`src/rtl/button_debounce.sv`:
```
// Synchronises and debounces one active-low push-button pin into a clean level plus press/release strobes.
// Optional long-hold strobe is built only when LONG_PRESS_EN is defined; otherwise long_pulse is tied low.
module button_debounce #(
    parameter int unsigned CLK_HZ      = 27_000_000,
    parameter int unsigned DB_CYCLES   = 270_000,
    parameter int unsigned LONG_CYCLES = 27_000_000
) (
    input  logic clk,
    input  logic rst,
    input  logic btn_n,
    output logic pressed,
    output logic press_pulse,
    output logic release_pulse,
    output logic long_pulse
);

    localparam int unsigned DB_W = $clog2(DB_CYCLES + 1);
    localparam logic [DB_W-1:0] DB_LAST = DB_W'(DB_CYCLES - 1);

    // Elaboration-time guard on parameter legality
    if (DB_CYCLES < 2 || LONG_CYCLES < 1 || CLK_HZ == 0) begin : g_bad_params
        $error("button_debounce: illegal parameter combination");
    end

    typedef enum logic [1:0] {
        IDLE,
        PRESS_WAIT,
        PRESSED,
        RELEASE_WAIT
    } state_t;

    state_t          state, state_d;
    logic [DB_W-1:0] db_cnt, db_cnt_d;
    logic            sync1, sync2;
    logic            pressed_d, press_pulse_d, release_pulse_d;

    // Two-flop synchroniser; idles at the released level
    always_ff @(posedge clk or posedge rst) begin
        if (rst) begin
            sync1 <= 1'b1;
            sync2 <= 1'b1;
        end else begin
            sync1 <= btn_n;
            sync2 <= sync1;
        end
    end

    always_ff @(posedge clk or posedge rst) begin
        if (rst) begin
            state         <= IDLE;
            db_cnt        <= '0;
            pressed       <= 1'b0;
            press_pulse   <= 1'b0;
            release_pulse <= 1'b0;
        end else begin
            state         <= state_d;
            db_cnt        <= db_cnt_d;
            pressed       <= pressed_d;
            press_pulse   <= press_pulse_d;
            release_pulse <= release_pulse_d;
        end
    end

    // A level change is accepted only after DB_CYCLES consecutive agreeing samples
    always_comb begin
        state_d         = state;
        db_cnt_d        = db_cnt;
        pressed_d       = pressed;
        press_pulse_d   = 1'b0;
        release_pulse_d = 1'b0;
        case (state)
            IDLE: begin
                if (!sync2) begin
                    state_d  = PRESS_WAIT;
                    db_cnt_d = DB_W'(1);
                end
            end
            PRESS_WAIT: begin
                if (sync2) begin
                    state_d  = IDLE;
                    db_cnt_d = '0;
                end else if (db_cnt == DB_LAST) begin
                    state_d       = PRESSED;
                    pressed_d     = 1'b1;
                    press_pulse_d = 1'b1;
                end else begin
                    db_cnt_d = db_cnt + DB_W'(1);
                end
            end
            PRESSED: begin
                if (sync2) begin
                    state_d  = RELEASE_WAIT;
                    db_cnt_d = DB_W'(1);
                end
            end
            RELEASE_WAIT: begin
                if (!sync2) begin
                    state_d  = PRESSED;
                    db_cnt_d = '0;
                end else if (db_cnt == DB_LAST) begin
                    state_d         = IDLE;
                    db_cnt_d        = '0;
                    pressed_d       = 1'b0;
                    release_pulse_d = 1'b1;
                end else begin
                    db_cnt_d = db_cnt + DB_W'(1);
                end
            end
            default: begin
                state_d  = IDLE;
                db_cnt_d = '0;
            end
        endcase
    end

`ifdef LONG_PRESS_EN
    localparam int unsigned HOLD_W = $clog2(LONG_CYCLES + 1);
    localparam logic [HOLD_W-1:0] HOLD_LAST = HOLD_W'(LONG_CYCLES - 1);
    localparam logic [HOLD_W-1:0] HOLD_MAX  = HOLD_W'(LONG_CYCLES);

    logic [HOLD_W-1:0] hold_cnt, hold_cnt_d;
    logic              long_pulse_d;
    logic              enter_pressed_c;

    assign enter_pressed_c = (state == PRESS_WAIT) && !sync2 && (db_cnt == DB_LAST);

    always_ff @(posedge clk or posedge rst) begin
        if (rst) begin
            hold_cnt   <= '0;
            long_pulse <= 1'b0;
        end else begin
            hold_cnt   <= hold_cnt_d;
            long_pulse <= long_pulse_d;
        end
    end

    // Saturating hold counter: the LONG_CYCLES-1 match can occur only once per press
    always_comb begin
        hold_cnt_d   = hold_cnt;
        long_pulse_d = 1'b0;
        if (enter_pressed_c) begin
            hold_cnt_d = '0;
        end else if (state == PRESSED || state == RELEASE_WAIT) begin
            if (hold_cnt == HOLD_LAST) begin
                long_pulse_d = 1'b1;
            end
            if (hold_cnt != HOLD_MAX) begin
                hold_cnt_d = hold_cnt + HOLD_W'(1);
            end
        end
    end
`else
    assign long_pulse = 1'b0;
`endif

endmodule

```
`config.mk`:
```
export PLATFORM = sky130hd
export DESIGN_NAME = button_debounce
export DESIGN_NICKNAME = d
export VERILOG_FILES = /design/src/rtl/button_debounce.sv
export SDC_FILE = /design/constraint.sdc
export NUM_CORES = 1
export LEC_CHECK = 0
export BUFFER_PORTS_ARGS = -buffer_cell sky130_fd_sc_hd__clkbuf_2
export CAP_MARGIN = 20
export CORE_ASPECT_RATIO = 2
export CORE_MARGIN = 2
export CORE_UTILIZATION = 50
export DETAILED_ROUTE_END_ITERATION = 10
export HOLD_SLACK_MARGIN = 0.06
export PLACE_DENSITY = 0.69
export SYNTH_ARGS = -nofsm -noshare
export SYNTH_HDL_FRONTEND = slang
export SYNTH_SLANG_ARGS = --single-unit
export TNS_END_PERCENT = 30
```
`constraint.sdc`:
```
create_clock -name clk -period 2.72 [get_ports clk]
set_clock_uncertainty 0.05 [all_clocks]
set_input_delay 0.136 -clock clk [delete_from_list [all_inputs] [get_ports clk]]
set_output_delay 0.136 -clock clk [all_outputs]
set_load 0.005 [all_outputs]
```
# == After elaboration in Yosys (flattened, before gate mapping) ==
# Index checks and enable logic that the tools add are counted.
# word_totals
regBits,26
out_inout_bits,4
elab_cells,50
# classes
addsub,1
n_eq_ne,13
muxes,24
reduce_logical,5
# op_table
cell,n
19-bit 2-to-1 mux,6
19-bit case mux with 4 select lines,1
19-bit by 1-bit adder with 19-bit output (second input constant),1
19-bit == test (second input constant),1
2-bit 2-to-1 mux,6
2-bit inequality test (second input constant),6
1-bit 2-to-1 mux,9
3-bit inequality test (second input constant),3
2-bit case mux with 4 select lines,1
5-bit AND reduction,1
2-bit == test (second input constant),2
4-bit AND reduction,1
3-bit AND reduction,1
2-bit by 1-bit == test with 1-bit output (second input constant),1
2-bit logical NOT,1
1-bit case mux with 2 select lines,1
2-bit nonzero test,1

# == Longest topological paths before layout ==
# Gate-level depths: netlist (run 1).
# depth
word_depth,4
ltp_mapped,7
ltp_nobuf,6

# == Worst setup path before layout (run 1) ==
# Ideal clock, no wire load.
# synth_path
kind,flip-flop to flip-flop
start,register db_cnt[8]
end,register db_cnt[7]
setup_ps,126
arrival_ps,1780
required_ps,2544
setup_slack_ps,764
stages_incl_launch_ff,7
path_buffers,2
path_cell_list,dfrtp_1 -> buf_6 -> or4b_4 -> nor4_4 -> a31o_2 -> buf_4 -> a21oi_1
# synth_between
elab_chain_len,4
word_cells_on_any_way,6
classes_between,eq/ne (2); mux (3); reduce/logical (1)
# synth_lines
item,line,rtl
"start, declared",33,"logic [DB_W-1:0] db_cnt, db_cnt_d;"
"start signal, assigned",57,db_cnt <= db_cnt_d;
19-bit == test (*),"82, 100",
19-bit 2-to-1 mux,100,end else if (db_cnt == DB_LAST) begin
19-bit 2-to-1 mux,97,if (!sync2) begin
19-bit case mux with 4 select lines,71,case (state)
# Every way passes the cells marked *; elsewhere a longest branch is shown, timed or not.
# A chain may end at the register's enable or synchronous reset.

# == Worst setup path after layout (run 1) ==
# layout_path
start,register db_cnt[8]
end,register pressed
# layout_between
elab_chain_len,3
word_cells_on_any_way,4
classes_between,eq/ne (3); reduce/logical (1)
# layout_lines
item,line,rtl
19-bit == test (*),"82, 100",
2-bit inequality test (no line),n/a,
5-bit AND reduction (no line) (*),n/a,
"end signal, assigned",58,pressed <= pressed_d;
"end, declared",11,"output logic pressed,"
# Marks and branches as above.

==> results of run 1 <==
[power groups by stage]
stage               combinational, uW  sequential (uW)  clock (uW)
CTS                              44.7              404         250
finish                           44.2              404         244
global route                     50.9              406         266
global placement                 42.3              411           0
detailed placement               42.2              412           0
floorplan                        40.3              405           0
[state kept, by name, summed over array words and instances (netlist names), named ones only]
register,cells
sync2,1
sync1,1
db_cnt,19
release_pulse,1
state,1
pressed,1
press_pulse,1
[final cells by class]
type | instances | area (um2)
Clock buffer | 4 | 55.1
Timing Repair Buffer | 7 | 45.0
Fill cell | 246 | 1220
Tap cell | 29 | 36.3
Inverter | 9 | 33.8
Multi-Input combinational cell | 111 | 694
Sequential cell | 26 | 653
[placed cells by master (no fill, tap or decap)]
cell           count
a211oi_1           1
a21bo_2            1
a21oi_1           12
a22o_1             1
a31o_2             1
a32o_1             1
and2_1             2
and3_1             4
and4_1             2
clkbuf_2           5
clkbuf_8           4
conb_1             1
dfrtp_1           24
dfstp_2            2
dlygate4sd3_1      2
ha_1               1
inv_1              9
nand2_1            7
nand3_1            8
nand4_1            3
nor2_1            15
nor3_1             7
nor4_1             2
nor4_2             1
nor4_4             1
o2111ai_1          3
o211ai_1           1
o21a_1             1
o21ai_0            9
o21ai_1            2
o31ai_1            1
or3_1              7
or4b_4             1
or4bb_1            1
xnor2_1           10
xor2_1             4
[stage by stage]
| stage | cell area (um2) | worst slack (ps) | total power [uW] | hold WS (ps) |
|---|---|---|---|---|
| after detailed placement | 1440 | 603 | 454 | 175 |
| after global routing | 1520 | 404 | 723 | 321 |
| final | 1520 | 577 | 692 | 314 |
| after CTS | 1520 | 593 | 699 | 316 |
| after floorplan | 1430 | 764 | 445 | 90.5 |
| after global placement | 1440 | 621 | 454 | 173 |
[final timing paths]
| path | start | endpoint | slack (ps) | cells after the start |
|---|---|---|---|---|
| max reg2reg | db_cnt[8] | pressed | 580 | 5 |
| min reg2reg | sync1 | sync2 | 310 | 0 |
| max | db_cnt[8] | pressed | 580 | 5 |
| min | sync1 | sync2 | 310 | 0 |
| max in group asynchronous | rst | db_cnt[0] | 1460 | 3 |
| min in group asynchronous | rst | press_pulse | 570 | 3 |
[kinds of logic after synthesis]
group,synth area share [%]
simple gates,24.3
compound gates,14.6
flops,45.7
buf+inv,5.69
xor+xnor,8.58
fa+ha+maj,0.876
other cells,0.262
[repair_timing]
action,in CTS,in global routing
setup endpoints to repair,0,0
endpoints found under the hold margin,25,0
hold buffers,2,0
[per-layer routing]
| metal | up-vias | GRT usage [%] | wire, um |
|---|---|---|---|
| li1 | 555 | - | - |
| met1 | 548 | 22.7 | 1090 |
| met2 | 33 | 31.7 | 1540 |
| met3 | 10 | 2.26 | 91 |
| met4 | 0 | 15.5 | 106 |
| met5 | - | 0 | 0 |
[worst max-delay path, delay by kind of cell, from the launching register on]
family / cells / cell delay, ps
AOI/OAI and AO/OA: 2 / 270
and+or+nand+nor: 3 / 1240
DFF: 1 / 470
==> flow_summary.toml, run 1 <==
[status]
status = "complete, no violations"

[pwr]
ir_worst_vdd_v = 0.000295
seq_power_share_pct = 58.4
intPower_uw = 538
power_density_nw_per_um2 = 456
p_clk_share_pct = 35.3
swShare_pct = 22.3
combPwrFrac_pct = 6.4
p_switching_uw = 155
cellLeakagePower_uw = 0.000610

[yosys]
synth.distinct_cells = 37
synth_edf_count = 0
yosys.area.top_type = "dfrtp_1"
synth_common_cells = "dfrtp_1, nor2_1, a21oi_1"
ys_async_sr_fraction_pct = 100
yosys_warnings = 0
yosys-top-cells-area = "dfrtp_1, xnor2_1, a21oi_1, nor2_1, dfstp_2"
seq_area_frac_synth_pct = 45.7
avgSynthCellArea_um2 = 9.28
synth_fp_nets = 158
syn_area_um2 = 1430
synth_flop_cell = "dfrtp_1"
synthMostInstantiatedCell = "dfrtp_1"
syn_inst = 154
synth_top_area_share_pct = 42.0
ys_seq_elements = 26

[placement]
placed_cells = 180
gp_routability_congestion = 0.921
dpl.hpwl_um = 2110
port_buffers = 5

[drt]
vias = 1146
vias_per_cell = 6.16
ant_nets = 0
post_drt_wl_per_cell_um = 15.2
first_pass_iters = 4
first_iter_violations = 44
drcViolationCount = 0
routed_wirelength_um = 2820

[die]
coreArea_um2 = 2740
die_area_um2 = 3330
io_pins = 7
start_util_pct = 52.2
fp.dieW_um = 41.8
die_h_um = 79.6
rows = 27

[clocking]
clk_pin_slew_ps = 80
cts-buffers-inserted = 3
clockRootBuffer = "clkbuf_8"
clk_latency_ps = 260
clk_path_buf_depth = 2
cts_resized = 0
cts.sink_count = 26
h-tree-depth = 1
cts_setup_buffers = 0
cts_tree = "yes"

[sta]
fmax_ghz = 0.467
max-slew-margin-rel_pct = 34.4
period_needed_ps = 2140
rsz0062_at_grt = "no"
setup_tns_ps = 0
maxSlewViolCount = 0
timing.final.hold_violations = 0
finalSetupViolCount = 0
period_share_pct = 78.8
max_slew.worst_pin.slew_ps = 983

[grt]
grt_pass1_wl_um = 5090
grt_max_degree = 27
grt_pass1_vias = 1164
grt_use_total_pct = 19.5
antenna_found_initial = 0
grt-ovfl-total = 0

[cells_and_area]
drive_gt1_share_pct = 10.2
n_antenna_cell = 0
layout.nets = 162
syn_to_final_growth_pct = 6.22
instances_no_fill = 186
finalCoreUtilization_pct = 55.5

[worst_setup_path]
crit_required_ps = 2820
crit_fanout = 9
max_stage_delay_ps = 580
critPathKind = "flip-flop to flip-flop"
end_kind = "flip-flop"
path_cells = "or4b_4, nor4_2, nand3_1, o21ai_0, o21ai_1"
slowest_stage = "or4b_4"
worstSetupStartpointType = "flip-flop"
crit_arrival_ps = 2240

[worst_hold_path]
hp-class = "flip-flop to flip-flop"

[flow_run]
cap_violations = 0
Power figures use the tool's default switching activity.
==> inputs of run 2 (changes only) <==
PLACE_DENSITY = 0.72   (was 0.69)
clock period = 1.9 ns   (was 2.72 ns; I/O delays follow)
==> run 2 against run 1 <==
  * The run now ends with setup timing left
  * Final cell count grew 12%
  * Clock-buffer cell count is the same
  * First-iteration DRC count shrank 20%
  * Register-to-register slack lost 640 ps
  * Wire length grew 22%
  * Global-route usage grew 3.4 points
  * Non-clock buffer count grew 22
  * Clock power grew 48%
  * Combinational power grew 120%
  * Sequential power grew 42%
  * Highest routed layer unchanged
==> flow_summary.toml, run 2 (synthesis gave the netlist of run 1 again) <==
[placement]
port_buffers = 5
gp_routability_congestion = 0.870
dpl.hpwl_um = 2530
placed_cell_area_um2 = 1610

[sta]
finalSetupViolCount = 18
rsz0062_at_grt = "yes"
fin_ws_ps = -65.8
fmax_ghz = 0.509
max_slew.worst_pin.slew_ps = 642
whs_ps = 314
maxSlewViolCount = 0
max-slew-margin-rel_pct = 57.0
period_needed_ps = 1970
setup_tns_ps = -766
period_share_pct = 103
timing.final.hold_violations = 0

[drt]
ant_nets = 0
drcViolationCount = 0
first_iter_violations = 35
vias_per_cell = 6.06
post_drt_wl_per_cell_um = 16.6
first_pass_iters = 4
vias = 1260
routed_wirelength_um = 3450

[pwr]
cellLeakagePower_uw = 0.000733
ir_worst_vdd_v = 0.000387
power_density_nw_per_um2 = 595
power.total_uw = 1030

[worst_setup_path]
path_cells = "or4b_4, buf_6, nor4_4, buf_4, and2_4, xor2_1, a21oi_1"
crit_required_ps = 1990
slowest_stage = "or4b_4"
crit_fanout = 5
end_kind = "flip-flop"
max_stage_delay_ps = 580
critPathKind = "flip-flop to flip-flop"
worstSetupStartpointType = "flip-flop"
cpLargestDelayFamily = "simple AND/OR/NAND/NOR gates"
crit_arrival_ps = 2060
path_buf_inv = 2

[die]
io_pins = 7
start_util_pct = 52.2
fp.dieW_um = 41.8
coreArea_um2 = 2740
die_h_um = 79.6
die_area_um2 = 3330
rows = 27

[cells_and_area]
regMostFlops = "db_cnt"
finalCoreUtilization_pct = 63.4
n_antenna_cell = 0
largest_reg_flops = 19
final_common_cell = "dfrtp_1"
drive_gt1_share_pct = 24.6
syn_to_final_growth_pct = 21.5
fillers = 215
final_cell_mix = "dfrtp_1, buf_4, nor2_1"
fin_area_um2 = 1740
layout.nets = 184

[clocking]
clk_pin_slew_ps = 90
cts_tree = "yes"
clk_path_buf_depth = 2
cts-buffers-inserted = 3
clockRootBuffer = "clkbuf_8"
h-tree-depth = 1
clk_latency_ps = 280
cts.sink_count = 26

[status]
status = "complete, but fails checks"
violations = "setup timing"

[grt]
grt_max_degree = 15
antenna_found_initial = 0
grt_pass1_wl_um = 5740
grt-ovfl-total = 0
grt_use_total_pct = 23.0
grt_pass1_vias = 1279

[worst_hold_path]
hp-class = "input port to async pin"

[flow_run]
cap_violations = 0
==> run 2: final cells by class <==
| cell class | count | area (um2) | share of cell area (%) |
|---|---|---|---|
| clock buffer | 4 | 55.1 | 3.17 |
| multi-input combinational | 111 | 731 | 42.1 |
| tap | 29 | 36.3 | 2.09 |
| inverter | 9 | 33.8 | 1.95 |
| timing repair buffer | 29 | 226 | 13.0 |
| sequential | 26 | 653 | 37.6 |
==> run 2: final timing paths <==
| path | cells past startpoint | to | start | slack (ps) |
|---|---|---|---|---|
| max in group asynchronous | 4 | db_cnt[4] | rst | 900 |
| max reg2reg | 7 | db_cnt[0] | db_cnt[6] | -70 |
| min | 3 | press_pulse | rst | 310 |
| min reg2reg | 0 | sync2 | sync1 | 310 |
| max | 7 | db_cnt[0] | db_cnt[6] | -70 |
| min in group clk | 0 | sync2 | sync1 | 310 |
==> run 2: layer usage <==
metal	GRT usage (%)	routed length, um	share of wire, %	vias to the layer above
met5	0	0	0	-
met1	21.3	1220	35	611
met2	42.7	1990	58	36
li1	-	-	-	597
met4	18.4	159	4.6	0
met3	3.17	80	2.3	16
==> run 2: tightest hold or removal path: stages <==
cell and delay, ps:
dlygate4sd3_1 530, clkbuf_2 100, inv_1 370
==> run 2: report_power, final <==
part,switching [uW],internal [uW],total (uW)
clock network,176,186,362
logic,54.4,42.6,97.0
registers,10.3,563,574
==> run 2: stage by stage <==
stage	setup WS, ps	cells
after floorplan	-37.5	154
after global placement	-96.9	200
after detailed placement	-135	200
after CTS	-94.8	206
after global routing	-146	208
final	-65.8	208
==> run 2: repair_timing <==
| action | 4_1_cts | 5_1_grt |
|---|---|---|
| resized for setup | 3 | 6 |
| hold buffers | 2 | 0 |
| endpoints found under the hold margin | 11 | 0 |
| setup endpoints to repair | 20 | 22 |
| buffers inserted | 0 | 2 |
| pin swaps | 4 | 2 |
